File: src/rtl/aes_cipher_insn_queue_pkg.sv
// Shared definitions for the AES custom-instruction request queue.
//   state_e      : issue FSM encoding (IDLE=0, ISSUE=1, WAIT=2, RESP=3)
//   DEF_*        : default geometry (DEPTH, PTR_W, TAG_W, DATA_W, TIMEOUT)
//   entry_w()    : width of one stored request {tag, key, text}
// The DEF_TIMEOUT default only exists when AES_INSN_TIMEOUT_EN is defined.
package aes_cipher_insn_queue_pkg;

  typedef enum logic [1:0] {
    ST_IDLE  = 2'd0,
    ST_ISSUE = 2'd1,
    ST_WAIT  = 2'd2,
    ST_RESP  = 2'd3
  } state_e;

  localparam int DEF_DEPTH  = 4;
  localparam int DEF_PTR_W  = 2;
  localparam int DEF_TAG_W  = 4;
  localparam int DEF_DATA_W = 128;
`ifdef AES_INSN_TIMEOUT_EN
  localparam int DEF_TIMEOUT = 64;
`endif

  function automatic int entry_w(input int tag_w, input int data_w);
    return tag_w + 2 * data_w;
  endfunction

endpackage

File: src/rtl/aes_cipher_insn_queue_fifo.sv
// aes_insn_fifo: DEPTH x W request FIFO for the AES instruction queue.
// Ports:
//   clk, rst         : clock, asynchronous active-low reset (pointers/count only)
//   push, din        : write one entry (ignored while full)
//   pop              : retire the head entry
//   flush_all        : drop every entry
//   flush_keep_head  : drop every entry except the head (combined with pop -> empty)
//   head             : current head entry
//   occupancy        : number of stored entries, 0..DEPTH
//   full, empty      : occupancy == DEPTH / occupancy == 0
module aes_insn_fifo #(
  parameter int DEPTH = 4,
  parameter int PTR_W = 2,
  parameter int W     = 260
) (
  input  logic             clk,
  input  logic             rst,
  input  logic             push,
  input  logic [W-1:0]     din,
  input  logic             pop,
  input  logic             flush_all,
  input  logic             flush_keep_head,
  output logic [W-1:0]     head,
  output logic [PTR_W:0]   occupancy,
  output logic             full,
  output logic             empty
);

  logic [W-1:0]     mem_q [DEPTH];
  logic [PTR_W-1:0] rd_q, rd_d, wr_q, wr_d;
  logic [PTR_W:0]   cnt_q, cnt_d;
  logic             do_push, do_pop;

  assign full    = (cnt_q == (PTR_W+1)'(DEPTH));
  assign empty   = (cnt_q == '0);
  assign do_push = push & ~full & ~flush_all & ~flush_keep_head;
  assign do_pop  = pop & ~empty;

  always_comb begin
    rd_d  = rd_q;
    wr_d  = wr_q;
    cnt_d = cnt_q;
    if (flush_all) begin
      wr_d  = rd_q;
      cnt_d = '0;
    end else if (flush_keep_head) begin
      // The write pointer is pulled back to just behind the head; if the head
      // also retires this cycle, the queue ends up empty.
      if (!empty) begin
        if (do_pop) begin
          rd_d  = rd_q + PTR_W'(1);
          wr_d  = rd_q + PTR_W'(1);
          cnt_d = '0;
        end else begin
          wr_d  = rd_q + PTR_W'(1);
          cnt_d = (PTR_W+1)'(1);
        end
      end
    end else begin
      if (do_push) wr_d = wr_q + PTR_W'(1);
      if (do_pop)  rd_d = rd_q + PTR_W'(1);
      cnt_d = cnt_q + (PTR_W+1)'(do_push) - (PTR_W+1)'(do_pop);
    end
  end

  always_ff @(posedge clk or negedge rst) begin
    if (!rst) begin
      rd_q  <= '0;
      wr_q  <= '0;
      cnt_q <= '0;
    end else begin
      rd_q  <= rd_d;
      wr_q  <= wr_d;
      cnt_q <= cnt_d;
    end
  end

  always_ff @(posedge clk) begin
    if (do_push) mem_q[wr_q] <= din;
  end

  assign head      = mem_q[rd_q];
  assign occupancy = cnt_q;

endmodule

File: src/rtl/aes_cipher_insn_queue.sv
// aes_cipher_insn_queue: request queue and issue controller between the OR1200
// AES custom instruction and an aes_cipher_top core, single clock domain.
// Ports:
//   clk, rst                  : clock, asynchronous active-low reset
//   req_valid/ready/tag/key/text : tagged request input (req_ready = !full)
//   flush                     : drop queued, not-yet-issued requests
//   core_ld/key/text          : one-cycle load pulse and operands to the core
//   core_done, core_text_out  : core completion pulse and result
//   rsp_valid/ready/tag/text/err : tagged response output
//   occupancy                 : entries held, in-flight head included
// Build option: AES_INSN_TIMEOUT_EN adds a core_done watchdog (parameter
// TIMEOUT); a request that times out returns rsp_err=1 with rsp_text=0.
module aes_cipher_insn_queue
  import aes_cipher_insn_queue_pkg::*;
#(
  parameter int DEPTH  = DEF_DEPTH,
  parameter int PTR_W  = DEF_PTR_W,
  parameter int TAG_W  = DEF_TAG_W,
  parameter int DATA_W = DEF_DATA_W
`ifdef AES_INSN_TIMEOUT_EN
  ,
  parameter int TIMEOUT = DEF_TIMEOUT
`endif
) (
  input  logic              clk,
  input  logic              rst,
  input  logic              req_valid,
  output logic              req_ready,
  input  logic [TAG_W-1:0]  req_tag,
  input  logic [DATA_W-1:0] req_key,
  input  logic [DATA_W-1:0] req_text,
  input  logic              flush,
  output logic              core_ld,
  output logic [DATA_W-1:0] core_key,
  output logic [DATA_W-1:0] core_text,
  input  logic              core_done,
  input  logic [DATA_W-1:0] core_text_out,
  output logic              rsp_valid,
  input  logic              rsp_ready,
  output logic [TAG_W-1:0]  rsp_tag,
  output logic [DATA_W-1:0] rsp_text,
  output logic              rsp_err,
  output logic [PTR_W:0]    occupancy
);

  localparam int ENTRY_W = entry_w(TAG_W, DATA_W);

  state_e              state_q;
  logic                rsp_err_q;
  logic [TAG_W-1:0]    rsp_tag_q;
  logic [DATA_W-1:0]   rsp_text_q;

  logic                fifo_full, fifo_empty;
  logic [ENTRY_W-1:0]  head;
  logic                push, pop, flush_all, flush_keep_head;
  logic                timeout;

  logic [TAG_W-1:0]    head_tag;
  logic [DATA_W-1:0]   head_key, head_text;

  assign head_tag  = head[ENTRY_W-1 -: TAG_W];
  assign head_key  = head[2*DATA_W-1 -: DATA_W];
  assign head_text = head[DATA_W-1:0];

  // A push coinciding with flush is dropped; req_ready itself only tracks full.
  assign req_ready       = ~fifo_full;
  assign push            = req_valid & ~fifo_full & ~flush;
  assign pop             = (state_q == ST_RESP) & rsp_ready;
  // Before issue the whole queue may go; once the head is in the core it must finish.
  assign flush_all       = flush & ((state_q == ST_IDLE) | (state_q == ST_ISSUE));
  assign flush_keep_head = flush & ((state_q == ST_WAIT) | (state_q == ST_RESP));

  aes_insn_fifo #(
    .DEPTH (DEPTH),
    .PTR_W (PTR_W),
    .W     (ENTRY_W)
  ) u_fifo (
    .clk             (clk),
    .rst             (rst),
    .push            (push),
    .din             ({req_tag, req_key, req_text}),
    .pop             (pop),
    .flush_all       (flush_all),
    .flush_keep_head (flush_keep_head),
    .head            (head),
    .occupancy       (occupancy),
    .full            (fifo_full),
    .empty           (fifo_empty)
  );

`ifdef AES_INSN_TIMEOUT_EN
  localparam int WD_W = (TIMEOUT > 2) ? $clog2(TIMEOUT) : 1;

  logic [WD_W-1:0] wdog_q;

  // core_done in the expiry cycle wins over the timeout.
  assign timeout = (state_q == ST_WAIT) & ~core_done & (wdog_q == WD_W'(TIMEOUT - 1));

  always_ff @(posedge clk or negedge rst) begin
    if (!rst) begin
      wdog_q <= '0;
    end else if (state_q == ST_ISSUE) begin
      wdog_q <= '0;
    end else if (state_q == ST_WAIT) begin
      wdog_q <= wdog_q + WD_W'(1);
    end
  end
`else
  assign timeout = 1'b0;
`endif

  always_ff @(posedge clk or negedge rst) begin
    if (!rst) begin
      state_q   <= ST_IDLE;
      rsp_err_q <= 1'b0;
    end else begin
      case (state_q)
        ST_IDLE: begin
          if (!fifo_empty && !flush) state_q <= ST_ISSUE;
        end
        ST_ISSUE: begin
          state_q <= flush ? ST_IDLE : ST_WAIT;
        end
        ST_WAIT: begin
          if (core_done) begin
            state_q   <= ST_RESP;
            rsp_err_q <= 1'b0;
          end else if (timeout) begin
            state_q   <= ST_RESP;
            rsp_err_q <= 1'b1;
          end
        end
        ST_RESP: begin
          if (rsp_ready) state_q <= ST_IDLE;
        end
        default: state_q <= ST_IDLE;
      endcase
    end
  end

  // Response payload; qualified by rsp_valid on the way out, so no reset needed.
  always_ff @(posedge clk) begin
    if (state_q == ST_WAIT) begin
      if (core_done) begin
        rsp_tag_q  <= head_tag;
        rsp_text_q <= core_text_out;
      end else if (timeout) begin
        rsp_tag_q  <= head_tag;
        rsp_text_q <= '0;
      end
    end
  end

  // core_ld is withdrawn if flush cancels the issue in the same cycle.
  assign core_ld   = (state_q == ST_ISSUE) & ~flush;
  assign core_key  = (state_q != ST_IDLE) ? head_key  : '0;
  assign core_text = (state_q != ST_IDLE) ? head_text : '0;

  assign rsp_valid = (state_q == ST_RESP);
  assign rsp_tag   = rsp_valid ? rsp_tag_q  : '0;
  assign rsp_text  = rsp_valid ? rsp_text_q : '0;
  assign rsp_err   = rsp_valid & rsp_err_q;

endmodule

File: config.mk
export PLATFORM = sky130hd
export DESIGN_NAME = aes_cipher_insn_queue
export DESIGN_NICKNAME = d
export VERILOG_FILES = /design/src/rtl/aes_cipher_insn_queue_pkg.sv /design/src/rtl/aes_cipher_insn_queue_fifo.sv /design/src/rtl/aes_cipher_insn_queue.sv
export SDC_FILE = /design/constraint.sdc
export NUM_CORES = 1
export LEC_CHECK = 0
export CAP_MARGIN = 15
export CORE_MARGIN = 10
export CORE_UTILIZATION = 45
export CTS_CLUSTER_DIAMETER = 120
export DETAILED_ROUTE_END_ITERATION = 8
export PLACE_DENSITY = 0.7
export RECOVER_POWER = 50
export SLEW_MARGIN = 20
export SYNTH_ARGS = -nofsm -noshare
export SYNTH_HDL_FRONTEND = slang
export SYNTH_HIERARCHICAL = 1
export SYNTH_SLANG_ARGS = --single-unit
File: constraint.sdc
create_clock -name clk -period 11 [get_ports clk]
set_input_delay 1.1 -clock clk [delete_from_list [all_inputs] [get_ports clk]]
set_output_delay 1.1 -clock clk [all_outputs]
set_load 0.1 [all_outputs]
* After elaboration in Yosys (flattened, before gate mapping)
Memory sizes are Yosys's and may differ from the RTL's.
Index checks and enable logic that the tools add are counted.
** Word-level totals
- Register bits :: 141
- Bits in latches :: 0
- Bits in writable memories :: 1040
- ROM bits :: 0
- Input port bits :: 394
- Output and inout bits :: 395
- Logic and storage cells :: 70
- Memories kept :: 1
** Memories
- u_fifo.mem_q :: depth 4, bits a word 260, read ports 1, clocked after Yosys merged registers in 0, wr ports 1, RTL line aes_cipher_insn_queue_fifo.sv:29 : logic [W-1:0] mem_q [DEPTH];
** Operators by class
- $add $sub $neg :: 4
- Multiply operators :: 0
- Div/mod/pow operators :: 0
- Magnitude comparators :: 0
- Equal/unequal tests :: 9
- Shifts and indexed selects :: 0
- Muxes and demuxes :: 22
- Bitwise gates (word level) :: 17
- Reduce and logical (&&, ||, !) cells :: 11
** Operators with widths (count)
- two-way mux 128 bit :: 3
- two-way mux 2 bit :: 11
- bitwise AND 1 bit :: 10
- two-way mux 3 bit :: 3
- one-hot mux 2 bit (4 select lines) :: 1
- AND reduction 2 bit :: 3
- inverter 1 bit :: 5
- adder 2 x 1 -> 2 bit (second input constant) :: 2
- == test 2 bit (second input constant) :: 2
- two-way mux 4 bit :: 1
- != test 2 x 1 -> 1 bit (second input constant) :: 2
- != test 2 bit (second input constant) :: 2
- adder 3 x 1 -> 3 bit :: 1
- == test 3 bit (second input constant) :: 1
- zero test 3 bit :: 1
- two-way mux 1 bit :: 3
- != test 3 x 2 -> 1 bit (second input constant) :: 1
- AND reduction 3 bit :: 1
- nonzero test 3 bit :: 1
- subtractor 3 x 1 -> 3 bit :: 1
- == test 2 x 1 -> 1 bit (second input constant) :: 1
- zero test 1 bit :: 2
- zero test 2 bit :: 1
- OR 1 bit :: 2
- 2 further kinds :: 2

* Depth between registers and ports, before layout
- Word-level depth :: 11
- Mapped depth :: 14

* By module
The synthesis kept the hierarchy.
** By module, submodules not included
- aes_insn_fifo :: times used 1, cells each 1419, area an instance 38111.6 µm², seq. area each 31405.1 µm²
- aes_cipher_insn_queue :: times used 1, cells each 597, area an instance 6896.6 µm², seq. area each 4013.8 µm²

* Least setup slack after synthesis
No wires, ideal clock.
- Kind :: reg2reg
- Start :: register u_fifo.cnt_q[1], in the netlist u_fifo/occupancy[1]
- End :: memory u_fifo.mem_q[0][0] (enable)
- Arrival time :: 7644 ps
- Setup slack :: 2702 ps
- Cell stages (with the launch flop) :: 7
- Buffers on the path :: 0
- Clock period less this slack :: 8298 ps
- Cell sequence :: dfrtp_1 > nor2_1 > nand2_1 > inv_1 > nor3b_1 > and3_1 > and2_1
** Between the ends
- Longest elaborated chain between the ends :: 9
** RTL lines
- start, declared :: RTL line aes_cipher_insn_queue_fifo.sv:31 : logic [PTR_W:0] cnt_q, cnt_d;
- start signal, assigned :: RTL line aes_cipher_insn_queue_fifo.sv:74 : cnt_q <= cnt_d;
- == test 3 bit :: RTL line aes_cipher_insn_queue_fifo.sv:34 : assign full = (cnt_q == (PTR_W+1)'(DEPTH));
- via fifo_full :: RTL line aes_cipher_insn_queue.sv:53 : logic fifo_full, fifo_empty;
- inverter 1 bit :: RTL line aes_cipher_insn_queue.sv:67 : assign push = req_valid & ~fifo_full & ~flush;
- bitwise AND 1 bit (2 in series) :: RTL line aes_cipher_insn_queue.sv:67
- via push :: RTL line aes_cipher_insn_queue.sv:55 : logic push, pop, flush_all, flush_keep_head;
- bitwise AND 1 bit (3 in series) :: RTL line aes_cipher_insn_queue_fifo.sv:36 : assign do_push = push & ~full & ~flush_all & ~flush_keep_head;
- two-way mux 1 bit :: RTL line aes_cipher_insn_queue_fifo.sv:79 : if (do_push) mem_q[wr_q] <= din;
- two-way mux 1 bit (not written as such) :: RTL line aes_cipher_insn_queue_fifo.sv:79
- end, declared :: RTL line aes_cipher_insn_queue_fifo.sv:29
The timed path passes the listed nets, and every way through them passes these cells.

* Final worst setup path
- Start :: register state_q[0]
- End :: output rsp_text[7]
** Between the ends
- Longest elaborated chain between the ends :: 2
** RTL lines
- start, declared :: RTL line aes_cipher_insn_queue.sv:48 : state_e state_q;
- start signal, assigned :: RTL line aes_cipher_insn_queue.sv:122 : state_q <= flush ? ST_IDLE : ST_WAIT;
- == test 2 bit :: RTL line aes_cipher_insn_queue.sv:159 : assign rsp_valid = (state_q == ST_RESP);
- two-way mux 128 bit :: RTL line aes_cipher_insn_queue.sv:161 : assign rsp_text = rsp_valid ? rsp_text_q : '0;
- end, declared :: RTL line aes_cipher_insn_queue.sv:41 : output logic [DATA_W-1:0] rsp_text,
No other way between the ends.

==> results.yml <==
placed_design:
  place_congestion: 0.870
  place_area_mm2: 0.0539
  portBuffers: 787
  pre_cts_ws_ns: 5.30
  dp_hpwl_um: 77800
grt:
  antenna_found_initial: 101
  grt_max_degree: 168
  grt_pass1_vias: 24200
  grt_use_total_pct: 20.7
  grt_pass1_wl_um: 172000
  grt-ovfl-total: 0
setup_path:
  critPathBufInv: 2
  cp_max_fo: 93
  cp_cell_sequence: "clkbuf_1 > and3_1 > clkdlybuf4s50_1"
  arrival_ns: 6.32
  max_stage_delay_ns: 2.56
  cp-end-kind: "output port"
  path_delay_family: "buffers and inverters"
  critPathLaunchType: "register"
  crit_type: "reg -> out"
  crit_slowest_cell: "clkbuf_1"
  worstPathRequired_ns: 9.90
synth:
  synth_top_area_share_pct: 78.2
  synth_ff_type: "edfxtp_1"
  synth-seq-cells: 1181
  ys_seq_area_share_pct: 78.7
  syn_avg_cell_area_um2: 22.3
  synthTopCellsByCount: "edfxtp_1 (1172), mux4_2 (260), nor2b_1 (260)"
  synthTopCellsByArea: "edfxtp_1 (78%), mux4_2 (13%), nor2b_1 (3.6%)"
  yosys_warnings: 6
  syn_area_mm2: 0.0450
  synth_cell_types: 33
  synth_edf_count: 1172
  synth_fp_nets: 2417
  synthCells: 2016
  synth_area_leader_cell: "edfxtp_1"
  synthArstFlopShare_pct: 0.762
  yosysMostFrequentCell: "edfxtp_1"
clock_tree:
  clock_sinks: 1181
  clk_pin_slew_worst_paths_ns: 0.06
  h-tree-depth: 3
  cts_root_buffer: "clkbuf_16"
  ctsHoldBuffers: 0
  postCtsSetupBuffers: 0
  clk_path_buf_depth: 3
  cts_resized: 0
  cts_buffers: 118
  clock_latency_ns: 0.69
  cts_tree: "yes"
detailed_routing:
  dr_wl_met2_um: 61900
  drtIter0Drc: 1941
  top_layer_used: "met5"
  postRouteAntennaNets: 0
  wl_per_cell_um: 28.1
  vias: 23100
  drt_wl_total_um: 120000
  drc: 0
  firstDrtPassIters: 4
  drt-vias-per-instance: 5.43
  wl_met3_um: 9900
  met1_length_um: 42800
flow_run:
  max_cap_violations: 7
floorplan:
  core_area_mm2: 0.0989
  die_w_um: 336
  die_y_um: 336
  io_pins: 789
  initial_core_util_pct: 45.5
  dieArea_mm2: 0.113
  std_cell_rows: 115
sta:
  drv_slew: 378
  fmax_ghz: 0.135
  rsz0062_at_grt: "false"
  fin_crit_ns: 7.42
  setup_slack_ns: 3.58
  setup_viol: 0
  relSlewSlack_pct: -240
  worst_slew_pin_slew_ns: 5.10
  period_share_pct: 67.4
  finClkSkew_ns: 0.0141
  setup_tns_ns: 0
  hold_viol_final: 0
cells_and_area:
  synthToLayoutAreaGrowth_pct: 28.7
  utilization_pct: 58.6
  nets: 3229
  drive_above_1_share_pct: 15.9
  final_cell_area_mm2: 0.0579
status:
  status: "finished with violations"
  violations: "max-capacitance violations, max-slew violations"
min_path:
  hp-class: "reg -> reg"
## layer usage
metal  track usage (%)  vias up
li1                  -     9901
met1              24.3    12000
met2              36.0      889
met3              6.03      313
met4              7.58       34
met5                 0        -
## cells in the final DEF, fill, tap and decap left out, drive strengths merged, types with 2 or more instances in the layout
cell type | netlist | routed
a21oi | 4 | 4
and2 | 7 | 7
and3 | 134 | 134
buf | 104 | 30
bufinv | 0 | 17
clkbuf | 16 | 142
clkdlybuf4s50 | 0 | 391
clkinv | 0 | 48
clkinvlp | 0 | 11
dfrtp | 9 | 9
diode | 0 | 44
dlygate4sd3 | 0 | 390
edfxtp | 1172 | 1172
ha | 6 | 6
inv | 9 | 14
mux4 | 260 | 260
nand2 | 2 | 2
nor2 | 8 | 8
nor2b | 260 | 260
nor3 | 6 | 6
nor3b | 3 | 3
o21ai | 2 | 2
xnor2 | 2 | 2
xor2 | 3 | 3
## sequential cells by signal, summed over array words and instances, names as in the netlist, named ones only
signal / cells
u_fifo/rd_q: 2
rsp_tag_q: 4
u_fifo/occupancy: 3
rsp_text_q: 128
u_fifo/mem_q: 1040
state_q: 1
u_fifo/wr_q: 2
## cells by family (layout without fill, tap and decap cells)
logic type                 after synthesis  count (layout)  synth area share, %
DFF                                   1181            1181                 78.7
and+or+nand+nor                        422             422                 5.82
adders and majority gates                7               7                0.211
xor gates and xnor gates                 5               5               0.0973
buffers and inverters                  129            1043                 2.00
muxes                                  261             261                 13.0
AOI/OAI and AO/OA                       10              10                0.142
other                                    1              45              0.00833
## worst paths after layout
path	start	end	slack (ns)	depth (start not counted)
hold / removal	u_fifo/wr_q[1]	u_fifo/wr_q[1]	0.63	2
setup reg to reg	state_q[0]	rsp_text_q[24]	3.82	4
hold reg to reg	u_fifo/wr_q[1]	u_fifo/wr_q[1]	0.63	2
setup / recovery	state_q[0]	rsp_text[7]	3.58	3
min in group asynchronous	rst	u_fifo/wr_q[0]	0.81	1
max in group asynchronous	rst	asynchronous set/reset pin	9.83	1
## metrics by stage
step | hold slack (ns) | cells
floorplan | 0.547 | 2016
global placement | 0.570 | 3995
detailed placement | 0.614 | 3995
CTS | 0.623 | 4217
global route | 0.641 | 4237
finish | 0.630 | 4261
## worst register-to-register path, cell delays in order, from the launching register on
cell and delay [ns]:
dfrtp_1 0.89, clkbuf_1 1.47, nor2b_1 0.57, and2_0 2.67
buf_4 1.12
## layout make-up
| cell class | instances | area [µm²] |
|---|---|---|
| fill | 7145 | 40900 |
| sequential | 1181 | 35400 |
| multi-input combinational | 706 | 8700 |
| timing repair buffer | 812 | 8100 |
| clock buffer | 141 | 3060 |
| tap | 1287 | 1610 |
| clock inverter | 81 | 870 |
| antenna | 44 | 110 |
| inverter | 9 | 33.8 |
Power is left out: the tool's default activity adds up to more than one toggle a clock period on the data nets, which glitch-free logic cannot reach.
